--- config.mk ---
export PLATFORM = sky130hd
export DESIGN_NAME = loop_gain_scheduler
export DESIGN_NICKNAME = d
export VERILOG_FILES = /design/src/rtl/loop_gain_scheduler.sv
export SDC_FILE = /design/constraint.sdc
export NUM_CORES = 1
export LEC_CHECK = 0
export ABC_CLOCK_PERIOD_IN_PS = 2600
export BUFFER_PORTS_ARGS = -buffer_cell sky130_fd_sc_hd__buf_2
export CAP_MARGIN = 20
export CORE_MARGIN = 3
export CORE_UTILIZATION = 56
export CTS_BUF_LIST = sky130_fd_sc_hd__clkbuf_2 sky130_fd_sc_hd__clkbuf_4 sky130_fd_sc_hd__clkbuf_8
export CTS_CLUSTER_DIAMETER = 200
export DETAILED_ROUTE_END_ITERATION = 12
export PLACE_DENSITY = 0.81
export SLEW_MARGIN = 10
export SYNTH_ARGS = -nofsm -noshare
export SYNTH_HDL_FRONTEND = slang
export SYNTH_SLANG_ARGS = --single-unit
--- constraint.sdc ---
create_clock -name gen_clk_i -period 2.6 [get_ports gen_clk_i]
set_input_delay 0.39 -clock gen_clk_i [delete_from_list [all_inputs] [get_ports gen_clk_i]]
set_output_delay 0.39 -clock gen_clk_i [all_outputs]
set_load 0.1 [all_outputs]
--- src/rtl/loop_gain_scheduler.sv ---
// ----------------------------------------------------------------------------
// loop_gain_scheduler
//
// Schedules the proportional and integral gain shifts of a PLL loop filter.
// The loop starts out wide (ACQUIRE), narrows once the phase error stays
// inside the lock window (SETTLE), and narrows again when fully locked
// (TRACK). A sustained large error in TRACK drops back to ACQUIRE. Every
// transition back towards acquisition clears the loop-filter integrator.
//
// Optional feature (macro LOOP_GAIN_SCHEDULER_TIMEOUT_EN): an acquisition
// watchdog restarts ACQUIRE when ACQUIRE+SETTLE last TIMEOUT cycles without
// reaching TRACK. When the macro is undefined, no watchdog logic is built.
//
// Ports:
//   gen_clk_i    in   generated-clock domain clock
//   reset_i      in   asynchronous, active-high reset
//   enable_i     in   loop enable; low forces IDLE
//   error_i      in   signed phase error, sampled every cycle
//   kp_shift_o   out  proportional gain right-shift
//   ki_shift_o   out  integral gain right-shift
//   integ_clr_o  out  one-cycle integrator clear pulse
//   lock_o       out  high while in TRACK
//   state_o      out  IDLE=00, ACQUIRE=01, SETTLE=10, TRACK=11
// ----------------------------------------------------------------------------
module loop_gain_scheduler #(
   parameter int unsigned ERROR_WIDTH   = 8,
   parameter int unsigned LOCK_THRESH   = 4,
   parameter int unsigned LOCK_COUNT    = 16,
   parameter int unsigned UNLOCK_THRESH = 32,
   parameter int unsigned UNLOCK_COUNT  = 4,
   parameter int unsigned TIMEOUT       = 1024
) (
   input  logic                          gen_clk_i,
   input  logic                          reset_i,
   input  logic                          enable_i,
   input  logic signed [ERROR_WIDTH-1:0] error_i,
   output logic [1:0]                    kp_shift_o,
   output logic [1:0]                    ki_shift_o,
   output logic                          integ_clr_o,
   output logic                          lock_o,
   output logic [1:0]                    state_o
);

   localparam logic [1:0] StIdle    = 2'b00;
   localparam logic [1:0] StAcquire = 2'b01;
   localparam logic [1:0] StSettle  = 2'b10;
   localparam logic [1:0] StTrack   = 2'b11;

   localparam int unsigned MaxCount = (LOCK_COUNT > UNLOCK_COUNT) ? LOCK_COUNT : UNLOCK_COUNT;
   localparam int unsigned CntW     = $clog2(MaxCount + 1);

   localparam logic [CntW-1:0] CntOne     = CntW'(1);
   localparam logic [CntW-1:0] LockLast   = CntW'(LOCK_COUNT - 1);
   localparam logic [CntW-1:0] UnlockLast = CntW'(UNLOCK_COUNT - 1);

   localparam logic [ERROR_WIDTH-1:0] ErrOne = ERROR_WIDTH'(1);
   localparam logic [ERROR_WIDTH-1:0] ErrMin = {1'b1, {(ERROR_WIDTH-1){1'b0}}};
   localparam logic [ERROR_WIDTH-1:0] ErrMax = {1'b0, {(ERROR_WIDTH-1){1'b1}}};

   logic [1:0]             r_state;
   logic [CntW-1:0]        r_cnt;
   logic [1:0]             r_kp;
   logic [1:0]             r_ki;
   logic                   r_clr;
   logic                   r_lock;

   logic [1:0]             w_state_nxt;
   logic [CntW-1:0]        w_cnt_nxt;
   logic                   w_clr_nxt;
   logic [1:0]             w_kp_nxt;
   logic [1:0]             w_ki_nxt;

   logic [ERROR_WIDTH-1:0] w_err_u;
   logic [ERROR_WIDTH-1:0] w_err_neg;
   logic [ERROR_WIDTH-1:0] w_abs;
   logic                   w_in_window;
   logic                   w_out_lock;
   logic                   w_lock_done;
   logic                   w_wd_expire;

   // Saturating magnitude: the most negative code has no positive twin.
   assign w_err_u   = error_i;
   assign w_err_neg = ~w_err_u + ErrOne;
   assign w_abs     = !w_err_u[ERROR_WIDTH-1] ? w_err_u :
                      (w_err_u == ErrMin)     ? ErrMax  : w_err_neg;

   assign w_in_window = (32'(w_abs) <= LOCK_THRESH);
   assign w_out_lock  = (32'(w_abs) >  UNLOCK_THRESH);
   assign w_lock_done = w_in_window && (r_cnt == LockLast);

`ifdef LOOP_GAIN_SCHEDULER_TIMEOUT_EN
   localparam int unsigned     WdW    = $clog2(TIMEOUT + 1);
   localparam logic [WdW-1:0]  WdOne  = WdW'(1);
   localparam logic [WdW-1:0]  WdLast = WdW'(TIMEOUT - 1);

   logic [WdW-1:0] r_wd;
   logic [WdW-1:0] w_wd_nxt;
   logic           w_in_acq;

   assign w_in_acq    = (r_state == StAcquire) || (r_state == StSettle);
   assign w_wd_expire = w_in_acq && (r_wd == WdLast);

   always_comb begin
      w_wd_nxt = r_wd;
      // Expiry either restarts acquisition or is pre-empted by TRACK/IDLE;
      // all three cases start the watchdog from zero.
      if (w_wd_expire || (w_state_nxt == StIdle) || (w_state_nxt == StTrack)) begin
         w_wd_nxt = '0;
      end else if (w_in_acq) begin
         w_wd_nxt = r_wd + WdOne;
      end
   end

   always_ff @(posedge gen_clk_i or posedge reset_i) begin
      if (reset_i) begin
         r_wd <= '0;
      end else begin
         r_wd <= w_wd_nxt;
      end
   end
`else
   assign w_wd_expire = 1'b0;
`endif

   // Next-state logic; disabling the loop overrides everything else.
   always_comb begin
      w_state_nxt = r_state;
      w_cnt_nxt   = r_cnt;
      w_clr_nxt   = 1'b0;
      if (r_state == StIdle) begin
         if (enable_i) begin
            w_state_nxt = StAcquire;
            w_clr_nxt   = 1'b1;
            w_cnt_nxt   = '0;
         end
      end else if (!enable_i) begin
         w_state_nxt = StIdle;
         w_clr_nxt   = 1'b1;
         w_cnt_nxt   = '0;
      end else begin
         case (r_state)
            StAcquire, StSettle: begin
               // Reaching TRACK wins over a coincident watchdog expiry.
               if (w_lock_done && (r_state == StSettle)) begin
                  w_state_nxt = StTrack;
                  w_cnt_nxt   = '0;
               end else if (w_wd_expire) begin
                  w_state_nxt = StAcquire;
                  w_clr_nxt   = 1'b1;
                  w_cnt_nxt   = '0;
               end else if (w_lock_done) begin
                  w_state_nxt = StSettle;
                  w_cnt_nxt   = '0;
               end else if (w_in_window) begin
                  w_cnt_nxt = r_cnt + CntOne;
               end else begin
                  w_cnt_nxt = '0;
               end
            end
            StTrack: begin
               if (w_out_lock) begin
                  if (r_cnt == UnlockLast) begin
                     w_state_nxt = StAcquire;
                     w_clr_nxt   = 1'b1;
                     w_cnt_nxt   = '0;
                  end else begin
                     w_cnt_nxt = r_cnt + CntOne;
                  end
               end else begin
                  w_cnt_nxt = '0;
               end
            end
            default: begin
               w_state_nxt = StIdle;
               w_cnt_nxt   = '0;
            end
         endcase
      end
   end

   // Gains are decoded from the next state so they register with it.
   always_comb begin
      w_kp_nxt = 2'd0;
      w_ki_nxt = 2'd0;
      case (w_state_nxt)
         StSettle: begin
            w_kp_nxt = 2'd1;
            w_ki_nxt = 2'd1;
         end
         StTrack: begin
            w_kp_nxt = 2'd2;
            w_ki_nxt = 2'd3;
         end
         default: begin
            w_kp_nxt = 2'd0;
            w_ki_nxt = 2'd0;
         end
      endcase
   end

   always_ff @(posedge gen_clk_i or posedge reset_i) begin
      if (reset_i) begin
         r_state <= StIdle;
         r_cnt   <= '0;
         r_kp    <= 2'd0;
         r_ki    <= 2'd0;
         r_clr   <= 1'b0;
         r_lock  <= 1'b0;
      end else begin
         r_state <= w_state_nxt;
         r_cnt   <= w_cnt_nxt;
         r_kp    <= w_kp_nxt;
         r_ki    <= w_ki_nxt;
         r_clr   <= w_clr_nxt;
         r_lock  <= (w_state_nxt == StTrack);
      end
   end

   assign kp_shift_o  = r_kp;
   assign ki_shift_o  = r_ki;
   assign integ_clr_o = r_clr;
   assign lock_o      = r_lock;
   assign state_o     = r_state;

endmodule

==> results of run 1 <==
-- synthesized netlist by cell type (2+ instances only) --
cell type,n,area share
sky130_fd_sc_hd__nor3_1,2,0.011
sky130_fd_sc_hd__ha_1,7,0.093
sky130_fd_sc_hd__nor2b_1,5,0.033
sky130_fd_sc_hd__nand4_1,2,0.013
sky130_fd_sc_hd__a31oi_1,3,0.020
sky130_fd_sc_hd__buf_4,2,0.016
sky130_fd_sc_hd__inv_1,9,0.036
sky130_fd_sc_hd__nor2_1,9,0.036
sky130_fd_sc_hd__nand3_1,2,0.011
sky130_fd_sc_hd__o21ai_0,12,0.064
sky130_fd_sc_hd__nand2_1,7,0.028
sky130_fd_sc_hd__a21oi_1,7,0.037
sky130_fd_sc_hd__dfrtp_1,11,0.29
sky130_fd_sc_hd__xnor2_1,2,0.019
sky130_fd_sc_hd__and3_1,3,0.020
sky130_fd_sc_hd__and2_1,2,0.013
sky130_fd_sc_hd__nand2b_1,3,0.020
sky130_fd_sc_hd__nor3b_1,3,0.024
-- kinds of logic (layout without fill, tap and decap cells) --
family / Yosys count / in the layout / share of synthesized area
compound gates: 29 / 29 / 0.206
xor+xnor: 3 / 3 / 0.0280
fa+ha+maj: 7 / 7 / 0.0935
buf+inv: 13 / 31 / 0.0614
flops: 11 / 11 / 0.294
mux: 1 / 1 / 0.0107
simple gates: 47 / 47 / 0.307
-- per-layer routing --
layer	global-route usage	wire, um
met5	0	0
met4	0.0829	19
met3	0.0230	59
met2	0.304	879
met1	0.257	855
-- worst max-delay path: cells and delay by family --
kind / cells / cell delay [ns]
AO/OA/AOI/OAI: 5 / 0.97
adder cells (fa/ha/maj): 1 / 0.26
AND/OR/NAND/NOR: 2 / 0.55
buffers and inverters: 2 / 0.19
-- where the power goes --
part | total [W] | switching [W] | leakage (nW) | internal [W]
logic | 0.000326 | 0.000230 | 0.330 | 0.0000956
registers | 0.000197 | 0.0000119 | 0.149 | 0.000185
clock network | 0.000125 | 0.0000554 | 0.0184 | 0.0000698
-- flip-flops by register name (all words and copies together) (netlist names) --
register / count
integ_clr_o: 1
kp_shift_o: 1
r_cnt: 5
state_o: 2
ki_shift_o: 2
-- layout by cell type, fill, tap and decap left out, types with 2 or more instances in the layout --
| cell type | count |
|---|---|
| sky130_fd_sc_hd__a21oi_1 | 7 |
| sky130_fd_sc_hd__nand3_1 | 2 |
| sky130_fd_sc_hd__nand4_1 | 2 |
| sky130_fd_sc_hd__xnor2_1 | 2 |
| sky130_fd_sc_hd__buf_2 | 18 |
| sky130_fd_sc_hd__and2_1 | 2 |
| sky130_fd_sc_hd__clkbuf_4 | 4 |
| sky130_fd_sc_hd__a31oi_1 | 3 |
| sky130_fd_sc_hd__nand2_1 | 7 |
| sky130_fd_sc_hd__ha_1 | 7 |
| sky130_fd_sc_hd__and3_1 | 3 |
| sky130_fd_sc_hd__nor2b_1 | 5 |
| sky130_fd_sc_hd__nand2b_1 | 3 |
| sky130_fd_sc_hd__o21ai_0 | 12 |
| sky130_fd_sc_hd__nor2_1 | 9 |
| sky130_fd_sc_hd__nor3_1 | 2 |
| sky130_fd_sc_hd__dfrtp_1 | 11 |
| sky130_fd_sc_hd__inv_1 | 9 |
| sky130_fd_sc_hd__nor3b_1 | 3 |
-- metrics by stage --
step | setup slack, ns | utilization | std cells | area (sq um) | hold WS [ns]
floorplan | 0.0827 | - | 111 | 937 | 0.242
global placement | 0.171 | 0.664 | 141 | 1020 | 0.384
detailed placement | 0.103 | 0.664 | 141 | 1020 | 0.394
CTS | 0.394 | 0.683 | 145 | 1050 | 0.0954
global route | 0.116 | 0.683 | 145 | 1050 | 0.111
finish | 0.364 | 0.683 | 145 | 1050 | 0.0943
-- area by class of cell --
class | instances | area, sq um
multi-input cells | 87 | 604
inverters | 9 | 33.8
repair buffers | 18 | 90.1
clock buffers | 4 | 30.0
well taps | 16 | 20.0
fillers | 131 | 488
flip-flops and latches | 11 | 275
-- final timing paths --
kind	startpoint	endpoint	slack, ns	cells past startpoint
min	reset_i	integ_clr_o$_DFF_PP0_	0.09	2
min reg2reg	r_cnt[4]$_DFFE_PP0P_	r_cnt[4]$_DFFE_PP0P_	0.51	2
max	error_i[0]	r_cnt[1]$_DFFE_PP0P_	0.36	10
max in group asynchronous	reset_i	state_o[0]$_DFF_PP0_	2.22	2
min in group gen_clk_i	enable_i	state_o[0]$_DFF_PP0_	0.51	3
max reg2reg	r_cnt[0]$_DFFE_PP0P_	ki_shift_o[1]$_DFF_PP0_	0.58	8
==> flow_summary_export.csv, run 1 <==
group,metric,value,unit
power,power.total,0.000648,W
detailed_routing,detail_route.wl_per_cell,12.5,um
floorplan,chipHeight,46.9,um
logic_synthesis,edff_count_synth,0,
floorplan,core_area,1540,sq um
outcome,run_status,"completed",
placement,portBuffers,18,
grt,grt-ovfl-total,0,
logic_synthesis,predominant_post_synthesis_flop_cell,"sky130_fd_sc_hd__dfrtp_1",
placement,place.gp.congestion,0.876,
floorplan,die_area,2200,sq um
final_layout,area_growth_syn_to_layout,12.4,%
cts,ctsResizeCount,0,
grt,largest_net_degree_at_the_start_of_global_routing,12,
cts,clock_tree_from_tritoncts,"built",
logic_synthesis,synthesis.area_per_instance,8.44,sq um
cts,ctsHtreeMaxLevel,1,
sta,max_clock_freq,0.447,GHz
setup_path,cpMostUsedCell,"sky130_fd_sc_hd__o21ai_0",
sta,finalMaxSlewViolations,0,
cts,insertion_delay,0.27,ns
cts,tritoncts_num_sinks,11,
cts,maximum_number_of_buffers_from_clock_root_to_sink,2,
flow_run,max_cap_violations,0,
setup_path,worst_setup_path_end_kind,"flip-flop",
final_layout,finish.net_count,148,
detailed_routing,drt-initial-drc-count,24,
detailed_routing,dr.pass1.iters,4,
setup_path,crit_arrival,2.37,ns
sta,tightest_slew_margin_relative_to_the_limit,0.654,
setup_path,critPathMaxStageDelay,0.35,ns
grt,grt_first_pass_wirelength,3020,um
cts,cts-buffers-inserted,3,
grt,grt_pass1_vias,722,
min_path,hp-class,"input pin to async pin",
placement,dpl.hpwl,1500,um
logic_synthesis,yosysWarnings,0,
logic_synthesis,syn_inst,111,
setup_path,cell_by_cell_trace_of_the_critical_path,"buf_2 > inv_1 > ha_1 > nor4b_1 > a21oi_1 > and3_1 > o22ai_1 > a21boi_0 > o21ai_0 > o21ai_0",
sta,rsz0062_at_grt,"no",
grt,track_usage,0.190,
cts,clock-root-buffer,"sky130_fd_sc_hd__clkbuf_4",
floorplan,floorplan.io_pins,19,
logic_synthesis,synth.yosys.seq_area_share,0.294,
grt,grt_antenna_before_repair,0,
sta,max_slew.worst_pin.slew,0.517,ns
setup_path,start_kind,"input pin",
sta,finClkSkew,0.00370,ns
detailed_routing,avgViaCountPerCell,5.74,
power,power.density_cell_area,615,nW/um^2
logic_synthesis,synth_async_sr_flop_share,1.00,
cts,cts.reportedPaths.clkPinSlew,0.07,ns
final_layout,n_antenna_cell,0,
cts,postCtsHoldBufs,0,
cts,post-cts-setup-buffer-count,0,
sta,final_hold_viol_count,0,
floorplan,dieWidth,46.9,um
sta,setup_viol_count_final,0,
detailed_routing,antenna_nets_post_route,0,
sta,final.period_utilization,0.860,
setup_path,cpMaxStageDelayCell,"sky130_fd_sc_hd__nor4b_1",
floorplan,initial_core_util,0.608,
power,vdd_ir_drop_max,0.574,mV
power,static-leakage-power,0.498,nW
logic_synthesis,yosys.cell_types.count,38,
detailed_routing,postRouteWirelength,1810,um
floorplan,rows,14,
detailed_routing,vias,832,
logic_synthesis,synthesized_cell_area,937,sq um
setup_path,crit_type,"input pin to flip-flop",
logic_synthesis,synth_seq_cells,11,
setup_path,cp_max_fo,7,
final_layout,share_of_post_route_cells_with_drive_strength_above_1,0.225,
sta,post-route-min-period,2.24,ns
logic_synthesis,postSynthNetCount,129,
detailed_routing,drc,0,
sta,timing.setup.tns,0,ns
setup_path,data_required_time_of_the_worst_path,2.73,ns
Power figures use the tool's default switching activity.
==> run 2, diff against run 1 <==
- CORE_MARGIN: 3 -> 1
- CORE_UTILIZATION: 56 -> 44
- PLACE_DENSITY: 0.81 -> 0.66
==> run 2 against run 1 <==
Compared with the run above: sequential cell count did not move; highest routed layer unchanged; critical endpoint is now ki_shift_o[1]$_DFF_PP0_; critical path depth did not move; cell area rose by 1.3%; sequential share of layout area fell by 0.34 points.
==> flow_summary_export.csv, run 2 (synthesized netlist as in run 1, its figures left out) <==
group,metric,value,unit
sta,max_slew.worst_pin.slew,0.518,ns
final_layout,finish.net_count,148,
cts,postCtsHoldBufs,0,
grt,track_usage,0.188,
sta,hold-worst-slack,0.0971,ns
cts,maximum_number_of_buffers_from_clock_root_to_sink,2,
sta,finClkSkew,0.00233,ns
final_layout,share_of_post_route_cells_with_drive_strength_above_1,0.225,
power,vdd_ir_drop_max,0.585,mV
grt,grt_first_pass_wirelength,2970,um
setup_path,critical_path_cell_count,10,
sta,finalMaxSlewViolations,0,
placement,portBuffers,18,
setup_path,number_of_buffers_and_inverters_on_the_critical_path,2,
detailed_routing,drt-initial-drc-count,21,
cts,cts.reportedPaths.clkPinSlew,0.07,ns
final_layout,layout_common_cells,"18 x sky130_fd_sc_hd__buf_2, 12 x sky130_fd_sc_hd__o21ai_0, 11 x sky130_fd_sc_hd__dfrtp_1, 9 x sky130_fd_sc_hd__inv_1, 9 x sky130_fd_sc_hd__nor2_1",
detailed_routing,postRouteWirelength,1930,um
sta,final_hold_viol_count,0,
sta,setup_viol_count_final,0,
setup_path,setup.reg_to_reg.worst_slack,0.51,ns
setup_path,worst_setup_path_end_kind,"flip-flop",
power,power.density_cell_area,611,nW/um^2
sta,timing.setup.tns,0,ns
setup_path,crit_arrival,2.52,ns
cts,cts-buffers-inserted,3,
grt,grt_pass1_vias,683,
flow_run,max_cap_violations,0,
setup_path,start_kind,"input pin",
setup_path,critPathMaxStageDelay,0.36,ns
final_layout,regArea,275,sq um
floorplan,die_area,2320,sq um
detailed_routing,antenna_nets_post_route,0,
final_layout,area_growth_syn_to_layout,13.9,%
cts,ctsHtreeMaxLevel,1,
final_layout,combined_area_of_the_multi_input_logic_cells,604,sq um
cts,tritoncts_num_sinks,11,
cts,post-cts-setup-buffer-count,0,
floorplan,chipHeight,48.2,um
setup_path,crit_type,"input pin to flip-flop",
detailed_routing,detail_route.wl_per_cell,12.4,um
final_layout,stdcell_area,1070,sq um
detailed_routing,vias,843,
setup_path,worst_path_dominant_cell_family,"compound AO/OA/AOI/OAI gates",
setup_path,cpMaxStageDelayCell,"sky130_fd_sc_hd__nor4b_4",
final_layout,finalCoreUtilization,0.539,
floorplan,dieWidth,48.2,um
sta,tightest_slew_margin_relative_to_the_limit,0.654,
final_layout,most_frequent_standard_cell_in_the_layout_excluding_fill_and_tap_cells,"sky130_fd_sc_hd__buf_2",
grt,grt_antenna_before_repair,0,
min_path,hp-class,"input pin to async pin",
power,static-leakage-power,0.498,nW
final_layout,top_register,"r_cnt",
grt,grt-ovfl-total,0,
placement,placement_stage_cell_area,1040,sq um
outcome,run_status,"completed",
sta,final.setup.worst_slack,0.287,ns
setup_path,cp_max_fo,7,
sta,post-route-min-period,2.31,ns
setup_path,r2r.worst_path.cells,9,
final_layout,fillers,192,
detailed_routing,dr.pass1.iters,4,
sta,rsz0062_at_grt,"no",
cts,ctsResizeCount,0,
placement,place.gp.congestion,0.837,
setup_path,data_required_time_of_the_worst_path,2.81,ns
grt,largest_net_degree_at_the_start_of_global_routing,12,
placement,dpl.hpwl,1530,um
floorplan,floorplan.io_pins,19,
sta,max_clock_freq,0.432,GHz
setup_path,cell_by_cell_trace_of_the_critical_path,"buf_2 > inv_1 > ha_1 > nor4bb_1 > a21oi_1 > o21ai_0 > nor4b_4 > mux2i_1 > a21boi_4 > and2_1",
detailed_routing,avgViaCountPerCell,5.40,
cts,clock_tree_from_tritoncts,"built",
final_layout,n_antenna_cell,0,
detailed_routing,drc,0,
sta,final.period_utilization,0.890,
placement,dp_slack,0.0547,ns
final_layout,largest_reg_flops,5,
floorplan,core_area,1980,sq um
cts,clock-root-buffer,"sky130_fd_sc_hd__clkbuf_4",
floorplan,rows,16,
floorplan,initial_core_util,0.473,
cts,insertion_delay,0.27,ns
[run 2: cell counts in the layout (fill, tap and decap cells not counted)]
No cell type changed its count.
[run 2: worst paths after layout]
kind / start / endpoint
hold / removal: reset_i / integ_clr_o$_DFF_PP0_
setup reg to reg: r_cnt[0]$_DFFE_PP0P_ / ki_shift_o[1]$_DFF_PP0_
setup / recovery: error_i[0] / ki_shift_o[1]$_DFF_PP0_
min in group gen_clk_i: enable_i / state_o[0]$_DFF_PP0_
hold reg to reg: r_cnt[1]$_DFFE_PP0P_ / r_cnt[1]$_DFFE_PP0P_
max in group asynchronous: reset_i / ki_shift_o[1]$_DFF_PP0_
[run 2: metal layers]
layer  wire length, um  vias up  track usage
met5                 0        -            0
met4                45        0        0.106
met3                67        4       0.0444
met2               907       27        0.275
met1               913      382        0.252
li1                  -      430            -
[run 2: area by class of cell]
cell class / instances / area share
Clock buffer: 4 / 0.0281
Inverter: 9 / 0.0317
Multi-Input combinational cell: 87 / 0.566
Sequential cell: 11 / 0.258
Tap cell: 27 / 0.0317
Timing Repair Buffer: 18 / 0.0844
[run 2: metrics by stage]
| step | total power (W) | instances |
|---|---|---|
| after CTS | 0.000658 | 156 |
| final | 0.000652 | 156 |
| after floorplan | 0.000467 | 111 |
| after global routing | 0.000695 | 156 |
| after detailed placement | 0.000526 | 152 |
| after global placement | 0.000523 | 152 |
[run 2: worst register-to-register path, delay by kind of cell (launching register included)]
family                   cells  cell delay (ns)
AND/OR/NAND/NOR              3             0.65
flip-flops                   1             0.40
AO/OA/AOI/OAI                2             0.37
adder cells (fa/ha/maj)      2             0.33
multiplexers                 1             0.23
buffers and inverters        1             0.05
[run 2: where the power goes]
group | total [W] | internal (W) | switching, W | leakage [nW]
Combinational | 0.000325 | 0.0000956 | 0.000230 | 0.330
Clock | 0.000130 | 0.0000700 | 0.0000600 | 0.0184
Sequential | 0.000197 | 0.000185 | 0.0000121 | 0.149
==> run 3, diff against run 2 <==
- GPL_TIMING_DRIVEN: default -> 0
==> run 3 against run 2 <==
Compared with the run above: sequential power about the same; setup slack better by 0.042 ns; clock power down 5%; power down 0.71%; maximum frequency up 1.9%; cell area up 1.8%; highest routed layer is now met3; critical endpoint is now r_cnt[0]$_DFFE_PP0P_; critical path depth unchanged; routed wire length down 8.0%; critical path type unchanged; largest power group unchanged; hold slack better by 0.021 ns.
==> flow_summary_export.csv, run 3 (synthesized netlist as in run 1, its figures left out) <==
group,metric,value,unit
sta,max_slew.worst_pin.slew,0.490,ns
final_layout,area_growth_syn_to_layout,15.9,%
sta,finClkSkew,0.00269,ns
setup_path,cp_max_fo,7,
placement,dpl.hpwl,1440,um
detailed_routing,postRouteWirelength,1780,um
cts,insertion_delay,0.26,ns
grt,track_usage,0.158,
flow_run,max_cap_violations,0,
detailed_routing,drt-initial-drc-count,13,
floorplan,rows,16,
final_layout,finish.net_count,151,
setup_path,crit_arrival,2.41,ns
final_layout,stdcell_area,1090,sq um
final_layout,n_antenna_cell,0,
detailed_routing,detail_route.wl_per_cell,11.2,um
floorplan,dieWidth,48.2,um
power,seqPwrFrac,0.305,
cts,cts-buffers-inserted,3,
grt,grt-ovfl-total,0,
cts,post-cts-setup-buffer-count,0,
cts,cts.reportedPaths.clkPinSlew,0.07,ns
setup_path,crit_type,"input pin to flip-flop",
power,vdd_ir_drop_max,0.648,mV
power,power.switching_fraction,0.457,
cts,ctsHtreeMaxLevel,1,
sta,final.period_utilization,0.873,
outcome,run_status,"completed",
sta,final_hold_viol_count,0,
grt,grt_first_pass_wirelength,2590,um
sta,tightest_slew_margin_relative_to_the_limit,0.676,
power,clock_power_share,0.192,
setup_path,data_required_time_of_the_worst_path,2.74,ns
sta,timing.setup.tns,0,ns
grt,grt_pass1_vias,624,
grt,grt_antenna_before_repair,0,
power,power.total,0.000648,W
sta,setup_viol_count_final,0,
cts,clock-root-buffer,"sky130_fd_sc_hd__clkbuf_4",
detailed_routing,dr.pass1.iters,4,
cts,maximum_number_of_buffers_from_clock_root_to_sink,2,
floorplan,core_area,1980,sq um
detailed_routing,drc,0,
min_path,hp-class,"input pin to async pin",
final_layout,layout_common_cells,"18 x sky130_fd_sc_hd__buf_2, 12 x sky130_fd_sc_hd__o21ai_0, 11 x sky130_fd_sc_hd__dfrtp_1, 9 x sky130_fd_sc_hd__inv_1, 9 x sky130_fd_sc_hd__nor2_1",
cts,clock_tree_from_tritoncts,"built",
floorplan,initial_core_util,0.473,
final_layout,finalCoreUtilization,0.548,
placement,placement_stage_cell_area,1060,sq um
final_layout,largest_reg_flops,5,
cts,ctsResizeCount,0,
setup_path,crit_path_start,"error_i[0]",
setup_path,start_kind,"input pin",
sta,rsz0062_at_grt,"no",
cts,tritoncts_num_sinks,11,
power,p_int,0.000352,W
final_layout,most_frequent_standard_cell_in_the_layout_excluding_fill_and_tap_cells,"sky130_fd_sc_hd__buf_2",
detailed_routing,vias,810,
floorplan,floorplan.io_pins,19,
sta,max_clock_freq,0.440,GHz
floorplan,die_area,2320,sq um
power,static-leakage-power,0.510,nW
setup_path,worst_setup_path_end_kind,"flip-flop",
final_layout,top_register,"r_cnt",
sta,finalMaxSlewViolations,0,
floorplan,chipHeight,48.2,um
setup_path,worstReg2RegStart,"r_cnt[0]$_DFFE_PP0P_",
power,power.switching,0.000296,W
placement,portBuffers,17,
cts,postCtsHoldBufs,0,
placement,place.gp.congestion,0.828,
final_layout,fillers,200,
final_layout,share_of_post_route_cells_with_drive_strength_above_1,0.235,
detailed_routing,antenna_nets_post_route,0,
power,power.density_cell_area,596,nW/um^2
grt,largest_net_degree_at_the_start_of_global_routing,12,
detailed_routing,avgViaCountPerCell,5.09,
power,comb_power_share,0.503,
sta,post-route-min-period,2.27,ns
-- run 3: layout make-up --
| class | count | area (sq um) | share of cell area |
|---|---|---|---|
| Buffer | 4 | 23.8 | 0.0219 |
| Tap cell | 27 | 33.8 | 0.0311 |
| Timing Repair Buffer | 17 | 85.1 | 0.0783 |
| Multi-Input combinational cell | 87 | 604 | 0.556 |
| Inverter | 9 | 33.8 | 0.0311 |
| Clock buffer | 4 | 30.0 | 0.0276 |
| Sequential cell | 11 | 275 | 0.253 |
-- run 3: metal layers --
layer,vias up,share of wire,GRT usage
met5,-,0,0
met4,0,0,0.0333
met3,0,0.022,0.0333
met2,13,0.47,0.251
met1,364,0.51,0.220
li1,433,-,-
-- run 3: metrics by stage --
| stage | std cells | hold slack [ns] | setup slack, ns |
|---|---|---|---|
| after floorplan | 111 | 0.242 | 0.0827 |
| after global placement | 155 | 0.394 | 0.106 |
| after detailed placement | 155 | 0.406 | 0.0943 |
| after CTS | 159 | 0.119 | 0.362 |
| after global routing | 159 | 0.146 | 0.0249 |
| final | 159 | 0.118 | 0.329 |
-- run 3: worst max-delay path, stage by stage --
cell and delay [ns]:
sky130_fd_sc_hd__buf_2 0.12, sky130_fd_sc_hd__inv_1 0.05, sky130_fd_sc_hd__ha_1 0.25, sky130_fd_sc_hd__nor4b_1 0.39
sky130_fd_sc_hd__a21oi_1 0.14, sky130_fd_sc_hd__and3_1 0.20, sky130_fd_sc_hd__o22ai_1 0.25, sky130_fd_sc_hd__a21boi_0 0.16
sky130_fd_sc_hd__o21ai_0 0.32, sky130_fd_sc_hd__o21ai_0 0.12
-- run 3: power by group through the flow --
stage               Clock, W  Sequential, W  Combinational (W)
finish              0.000124       0.000198           0.000326
global route        0.000137       0.000199           0.000357
CTS                 0.000128       0.000198           0.000328
detailed placement         0       0.000200           0.000327
global placement           0       0.000200           0.000322
floorplan                  0       0.000300           0.000167
-- run 3: path summary, 6_finish.rpt --
path / end / slack [ns] / cells past startpoint
min in group gen_clk_i: integ_clr_o$_DFF_PP0_ / 0.50 / 4
max: r_cnt[0]$_DFFE_PP0P_ / 0.33 / 10
min: r_cnt[3]$_DFFE_PP0P_ / 0.12 / 2
max in group asynchronous: r_cnt[1]$_DFFE_PP0P_ / 2.17 / 2
min reg2reg: r_cnt[4]$_DFFE_PP0P_ / 0.52 / 2
max reg2reg: ki_shift_o[1]$_DFF_PP0_ / 0.60 / 9
